## src/rtl/xor_tree_feeder_5_31.sv

```systemverilog
// -----------------------------------------------------------------------------
// xor_tree_feeder_5_31
//
// Serial-to-parallel front end for the GF(2^31) PRNG XOR reduction stage.
// NUM_VECTORS words arrive one at a time on a valid/ready port. Each word is
// written into its own slice of the packed bus that drives an external
// combinational XOR tree. Once the bus is full, the tree output is captured and
// offered on a valid/ready result port.
//
// A running XOR of the same words is kept locally as a cross-check on the tree.
// Any disagreement at capture time sets a sticky error flag. Only reset clears
// that flag.
//
// Ports
//   clk           in   rising-edge clock
//   rst_n         in   asynchronous active-low reset
//   s_valid       in   input word valid
//   s_ready       out  feeder can accept a word (high only while collecting)
//   s_data        in   input word, WIDTH bits
//   tree_vectors  out  packed bus to tree in_vectors; word k sits in slice k
//   tree_xor      in   tree out_xor, combinational from tree_vectors
//   m_valid       out  result valid
//   m_ready       in   result consumer ready
//   m_data        out  reduction result, WIDTH bits
//   busy          out  high while evaluating or holding a result
//   err           out  sticky tree/internal-XOR disagreement flag
// -----------------------------------------------------------------------------
module xor_tree_feeder_5_31 #(
  parameter int NUM_VECTORS = 5,
  parameter int WIDTH       = 31,
  parameter int CNT_W       = 3
) (
  input  logic                         clk,
  input  logic                         rst_n,
  input  logic                         s_valid,
  output logic                         s_ready,
  input  logic [WIDTH-1:0]             s_data,
  output logic [NUM_VECTORS*WIDTH-1:0] tree_vectors,
  input  logic [WIDTH-1:0]             tree_xor,
  output logic                         m_valid,
  input  logic                         m_ready,
  output logic [WIDTH-1:0]             m_data,
  output logic                         busy,
  output logic                         err
);

  typedef enum logic [1:0] {
    ST_COLLECT = 2'd0,
    ST_EVAL    = 2'd1,
    ST_OUTPUT  = 2'd2
  } state_t;

  localparam logic [CNT_W-1:0] LAST_IDX = CNT_W'(NUM_VECTORS - 1);

  state_t           state;
  logic [CNT_W-1:0] word_cnt;
  logic [WIDTH-1:0] acc;

  logic s_fire;
  logic m_fire;

  // Addition in GF(2) is a carry-free bitwise XOR, so no result bits are lost.
  function automatic logic [WIDTH-1:0] gf2_add(input logic [WIDTH-1:0] a,
                                               input logic [WIDTH-1:0] b);
    return a ^ b;
  endfunction

  // The tree and the local accumulator must agree bit for bit.
  function automatic logic xor_mismatch(input logic [WIDTH-1:0] tree_val,
                                        input logic [WIDTH-1:0] local_val);
    return |(tree_val ^ local_val);
  endfunction

  // Both decodes depend only on the registered state. This keeps s_ready
  // independent of s_valid and avoids a combinational path to the upstream port.
  assign s_ready = (state == ST_COLLECT);
  assign busy    = (state != ST_COLLECT);

  assign s_fire  = s_valid & s_ready;
  assign m_fire  = m_valid & m_ready;

  always_ff @(posedge clk or negedge rst_n) begin
    if (!rst_n) begin
      state        <= ST_COLLECT;
      word_cnt     <= '0;
      acc          <= '0;
      tree_vectors <= '0;
      m_valid      <= 1'b0;
      m_data       <= '0;
      err          <= 1'b0;
    end else begin
      unique case (state)
        // collect: word k lands in slice k; the accumulator tracks the XOR
        ST_COLLECT: begin
          if (s_fire) begin
            for (int i = 0; i < NUM_VECTORS; i++) begin
              if (word_cnt == CNT_W'(i)) begin
                tree_vectors[i*WIDTH +: WIDTH] <= s_data;
              end
            end
            acc      <= gf2_add(acc, s_data);
            word_cnt <= word_cnt + CNT_W'(1);
            if (word_cnt == LAST_IDX) begin
              state <= ST_EVAL;
            end
          end
        end

        // eval: the bus has been stable for a full cycle, so capture the tree
        ST_EVAL: begin
          m_data  <= tree_xor;
          m_valid <= 1'b1;
          if (xor_mismatch(tree_xor, acc)) begin
            err <= 1'b1;
          end
          state <= ST_OUTPUT;
        end

        // output: hold the result until it is taken. Old slices remain on the
        // bus and are overwritten one at a time by the next group.
        ST_OUTPUT: begin
          if (m_fire) begin
            m_valid  <= 1'b0;
            word_cnt <= '0;
            acc      <= '0;
            state    <= ST_COLLECT;
          end
        end

        default: begin
          state <= ST_COLLECT;
        end
      endcase
    end
  end

endmodule
```

## config.mk

```make
export PLATFORM = sky130hd
export DESIGN_NAME = xor_tree_feeder_5_31
export DESIGN_NICKNAME = d
export VERILOG_FILES = /design/src/rtl/xor_tree_feeder_5_31.sv
export SDC_FILE = /design/constraint.sdc
export NUM_CORES = 1
export LEC_CHECK = 0
export CAP_MARGIN = 5
export CORE_MARGIN = 2
export CORE_UTILIZATION = 48
export DETAILED_ROUTE_END_ITERATION = 10
export HOLD_SLACK_MARGIN = 0.12
export MAX_ROUTING_LAYER = met4
export PLACE_DENSITY_LB_ADDON = 0.05
export SLEW_MARGIN = 20
export SYNTH_ARGS = -nofsm -noshare
export SYNTH_HDL_FRONTEND = slang
export SYNTH_SLANG_ARGS = --single-unit
export TNS_END_PERCENT = 20
```

## constraint.sdc

```tcl
create_clock -name clk -period 2.17 [get_ports clk]
set_clock_uncertainty 0.1 [all_clocks]
set_input_delay 0.434 -clock clk [delete_from_list [all_inputs] [get_ports clk]]
set_output_delay 0.434 -clock clk [all_outputs]
set_load 0.02 [all_outputs]
```

* Word-level counts from Yosys, hierarchy flattened
Cells that the tools add are included.
** Storage, ports and cells
- Register bits :: 224
- Latch bits :: 0
- Bits in writable memories :: 0
- Memory bits (read-only) :: 0
- Bits of input ports :: 66
- Word-level logic and storage cells :: 52
- Memories :: 0
** Operators by class
- Add/subtract/negate cells :: 1
- Multiply operators :: 0
- Div/mod/pow operators :: 0
- Order comparisons :: 0
- Equal/unequal tests :: 9
- Shift operators :: 0
- Mux-type cells :: 12
- Bitwise operators :: 4
- Reductions and logical operators :: 15
** Operator list (count)
- 31-bit 2-to-1 mux :: 2
- 31-bit one-hot mux with 2 select lines :: 1
- 31-bit bitwise XOR :: 2
- 31-bit OR reduction :: 1
- 3-bit AND reduction :: 7
- 3-bit by 2-bit equality test with 1-bit output, second input constant :: 2
- 2-bit 2-to-1 mux :: 3
- 3-bit 2-to-1 mux :: 2
- 2-bit one-hot mux with 3 select lines :: 1
- 3-bit one-hot mux with 2 select lines :: 1
- 2-bit nonzero test :: 3
- 2-bit by 1-bit inequality test with 1-bit output, second input constant :: 2
- 2-bit AND reduction :: 2
- 3-bit by 1-bit adder with 3-bit output, second input constant :: 1
- 3-bit by 1-bit equality test with 1-bit output, second input constant :: 1
- 3-bit equality test, second input constant :: 1
- 3-bit logical NOT :: 1
- 1-bit AND :: 2
- 2-bit by 1-bit equality test with 1-bit output, second input constant :: 1
- 2-bit equality test, second input constant :: 1
- 2-bit logical NOT :: 1
- 2-bit inequality test, second input constant :: 1
- 1-bit one-hot mux with 2 select lines :: 1
- 1-bit 2-to-1 mux :: 1

* Logic depth before layout (Yosys ltp)
- Depth after elaboration :: 4
- Gate-level depth with buffers :: 6

* Worst setup path after synthesis
Ideal clock, no wire load.
- Path kind :: register to register
- Start :: reg state[0]
- End :: reg tree_vectors[53]
- Data arrival time :: 1.549 ns
- Required time :: 1.942 ns
- Slack :: 0.394 ns
- Stages on the path, launching flop included :: 7
- Buffers on the path :: 1
- Period minus slack after synthesis :: 1.776 ns
- Cells stage by stage :: dfrtp_1 > nor2_2 > nand2_1 > nor2_4 > nand2_2 > buf_6 > mux2_1
** On the way
- Cells in the longest elaborated chain, start to end :: 3
** Ends and longest elaborated chain
- from (decl) :: RTL line 55 : state_t state;
- from (signal assigned) :: RTL line 84 : state <= ST_COLLECT;
- from (signal assigned) :: RTL line 104 : state <= ST_EVAL;
- from (signal assigned) :: RTL line 116 : state <= ST_OUTPUT;
- 2-bit logical NOT (*) :: RTL line 76 : assign s_ready = (state == ST_COLLECT);
- named net s_ready :: RTL line 36 : output logic s_ready,
- 1-bit AND :: RTL line 79 : assign s_fire = s_valid & s_ready;
- 3-bit AND reduction (no source line) (*)
- to (signal, indexed assignment) :: RTL line 98 : tree_vectors[i*WIDTH +: WIDTH] <= s_data;
- to (decl) :: RTL line 38 : output logic [NUM_VECTORS*WIDTH-1:0] tree_vectors,
Mark *: on every way through the listed nets, which the timed path passes. The rest lies on a longest branch.
A chain may end at the register's enable or synchronous reset.

* Final worst setup path
- Start :: reg state[0]
- End :: out busy
** On the way
- Cells in the longest elaborated chain, start to end :: 1
** Ends and longest elaborated chain
- 2-bit nonzero test :: RTL line 77 : assign busy = (state != ST_COLLECT);
- to (decl) :: RTL line 43 : output logic busy,
Every way passes these cells.

==> summary.txt <==
Final layout
  – Fin cells: ~1100
  – Final nets: 948
  – Layout cell share with drive strength beyond 1: a little over a quarter
  – Most common cell after layout, fill and taps aside: clkdlybuf4s50_1
  – Syn-to-layout area delta: 42.0%
  – Most frequent cells in the layout: 252 x clkdlybuf4s50_1, 223 x dfrtp_1, 166 x mux2_2
  – Filler cells: 1350

Pwr
  – Psw: 7.56 mW
  – Switch share: 34.7%
  – Sequential group share of total power: 34.8%
  – Leakage: around 5.5 nW
  – Gate power share: 45.4%
  – Pint: 14.2 mW
  – Power per Cell Area: 1710 nW/um^2
  – Clk network pwr share: 19.8%
  – Peak VDD IR: about 0.0012 V
  – Total Power: 21.8 mW

Yosys
  – Top cells by area, synth: dfrtp_1 62%, mux2_2 21%, xor2_1 5.0%
  – Synthesized area: 8990 um^2
  – Register area share after synthesis: 62.3%
  – Syn_area_per_cell: 14.9 um^2
  – Distinct cells, synth: 27
  – Post-Syn Nets: just under 700
  – Cell taking the most area after synthesis: dfrtp_1
  – Area share of the largest cell type after synthesis: 62.3%
  – Synth warn: 0
  – Post-Syn Instances: 604
  – Synth Register Bits: approximately 220

Hold path
  – Worst min path class: input pin to asynchronous set/reset pin

CTS
  – Post-CTS Setup Inserts: 0
  – Worst-case clock buffer depth: 3
  – CTS tree: built
  – Clock Pin Slew Worst Setup and Hold Paths: 0.06 ns
  – H-Tree Depth: 1
  – Clock root buffer master: clkbuf_16
  – Sink Count: 224
  – Clk_lat worst skew: 0.51 ns
  – CTS Buf Count: 24

Route
  – Routed vias/inst: 5.14
  – WL final: 22900 um
  – First-pass DRT Iterations: 4
  – Metal2 WL: ~12000 um
  – Post-route ant nets: 0
  – Met3 routed WL: 1270 um
  – Drt initial violations: approximately 180
  – Vias: between 5000 and 6000
  – Top layer reached by signal wires: met4
  – Wirelength per Cell: 20.2 um
  – DR DRC count: 0
  – Sum of routed wire segments on met1: 9570 um

Critical path
  – Worst setup SP type: flip-flop
  – Max stage delay cell, worst path: dfrtp_2
  – CP Class: flip-flop to primary output
  – Crit. path cell count: 3
  – R2R Path Start: state[0]$_DFFE_PN0P_
  – R2r setup slk: 0.35 ns
  – Critical Path Sink Type: primary output
  – CP max FO: 6
  – CP Capture Point: busy
  – WP data arrival: between 1.5 and 2 ns
  – CP delay by family, top: flip-flops
  – Critical Path RT: approximately 1.6 ns
  – Reg2reg end: tree_vectors[54]$_DFFE_PN0P_
  – Reg2Reg Depth: 6
  – CP peak stage delay: 0.47 ns
  – Critical-path cell list: nor2_2 -> inv_1 -> dlygate4sd2_1
  – CP bufs+invs: 2
  – Worst setup path start: state[0]$_DFFE_PN0P_

Timing
  – Hold Vio Cnt, Final: 0
  – Final period utilization: 95.5%
  – RSZ-0062 raised after global routing: false
  – Least-Margin Pin Slew: between 0.3 and 0.4 ns
  – Final Setup Violations: 0
  – Achievable Freq: 0.483 GHz
  – Final WS setup: around 0.099 ns
  – Pins Over Slew Limit: 0
  – Tmin final: 2.07 ns
  – Normalized max-slew margin: 74.6%

Die
  – Initial core utilization: 48.6%
  – Boundary Pins: 256
  – Die area: about 20000 um^2
  – Core area: 18500 um^2
  – Rows: 50
  – Die X: 141 um
  – Die height: 141 um

Place
  – PortBufs: 255
  – Post-placement cell count: 1084
  – Worst slack, placed: -0.0122 ns
  – Detailed Place HPWL: 16500 um
  – RePlAce Congestion: 0.787

Global routing
  – Total GRT Usage: 23.9%
  – Initial antenna violation count: 1
  – Largest net degree at the start of global routing: 65
  – Vias in the first global route: 6395
  – GRT Residual Overflow: 0
  – First-pass GRT wire length: roughly 36000 um

Outcome
  – Status: finished, final reports clean

Flow run
  – Max-cap violations: 0
-- sequential cells by signal (all words and copies together) (netlist names) --
| signal | flops |
|---|---|
| state | 2 |
| err | 1 |
| m_valid | 1 |
| word_cnt | 3 |
| acc | 31 |
| m_data | 31 |
| tree_vectors | 155 |
-- final cells by class --
class,count,area (um^2),area share (%)
Sequential cell,224,5610,43.9
Multi-Input combinational cell,347,3150,24.7
Timing Repair Buffer,274,2850,22.3
Clock buffer,32,692,5.42
Tap cell,234,293,2.29
Clock inverter,11,155,1.21
Inverter,6,22.5,0.176
Antenna cell,1,2.50,0.0196
-- power by group through the flow --
stage          Clock (mW)  Combinational [mW]  Sequential, mW
6_report             4.31                9.90            7.58
3_3_place_gp            0                9.78            7.50
4_1_cts              4.40                10.0            7.60
5_1_grt              4.59                10.5            7.84
3_5_place_dp            0                9.98            7.65
2_1_floorplan           0                3.02            9.64
-- worst reg2reg max path, cell delays in order (launching register included) --
cell,delay (ns)
dfrtp_2,0.47
nor2_2,0.19
nand2_1,0.14
nor2_4,0.14
nand2_2,0.11
buf_12,0.19
mux2_1,0.34
-- per-stage QoR --
stage | cell area [um^2] | utilization, % | setup TNS [ns] | hold WS [ns]
after floorplan | 8990 | - | 0 | 0.0384
after global placement | 11900 | 64.3 | -0.0478 | 0.255
final | 12800 | 69.0 | 0 | 0.331
after global routing | 12800 | 69.0 | 0 | 0.351
after detailed placement | 11900 | 64.3 | -0.0217 | 0.270
after CTS | 12800 | 68.9 | 0 | 0.336
-- routing by layer --
metal	track usage, %	up-vias
met3	4.89	34
li1	-	2608
met1	29.9	2975
met5	-	-
met2	40.9	189
met4	4.89	0
-- Yosys cell counts (all sizes together) --
| master | number |
|---|---|
| nor3b | 1 |
| and3 | 2 |
| nand3b | 1 |
| clkbuf | 2 |
| nand4 | 4 |
| nor4 | 6 |
| o41ai | 1 |
| dfrtp | 224 |
| inv | 6 |
| o21ai | 1 |
| mux2 | 186 |
| nor2 | 34 |
| nand2 | 39 |
| xor2 | 51 |
| a22o | 1 |
| buf | 25 |
| nor3 | 1 |
| xnor2 | 11 |
| ha | 5 |
| o21bai | 1 |
| a21oi | 1 |
| nand2b | 1 |
-- worst min-delay path by stage --
stage,startpoint,endpoint,cells past startpoint
global route,rst_n,tree_vectors[120]$_DFFE_PN0P_,2
global placement,rst_n,tree_vectors[90]$_DFFE_PN0P_,1
floorplan,rst_n,acc[0]$_DFFE_PN0P_,0
finish,rst_n,tree_vectors[120]$_DFFE_PN0P_,2
detailed placement,rst_n,tree_vectors[120]$_DFFE_PN0P_,1
CTS,rst_n,state[1]$_DFFE_PN0P_,2
-- logic make-up after synthesis --
| group | synth area share [%] |
|---|---|
| AND/OR/NAND/NOR | 4.49 |
| multiplexers | 23.3 |
| XOR/XNOR | 6.04 |
| adder cells (fa/ha/maj) | 0.696 |
| flip-flops | 62.3 |
| AO/OA/AOI/OAI | 0.389 |
| buffers and inverters | 2.77 |
-- timing repair --
action | CTS | global route
hold buffers | 1 | 0
endpoints found under the setup margin | 2 | 1
resized for setup | 2 | 1
pin swaps | 0 | 0
hold endpoints to repair | 123 | 0
Note: power is estimated with default switching activity, not from simulation.
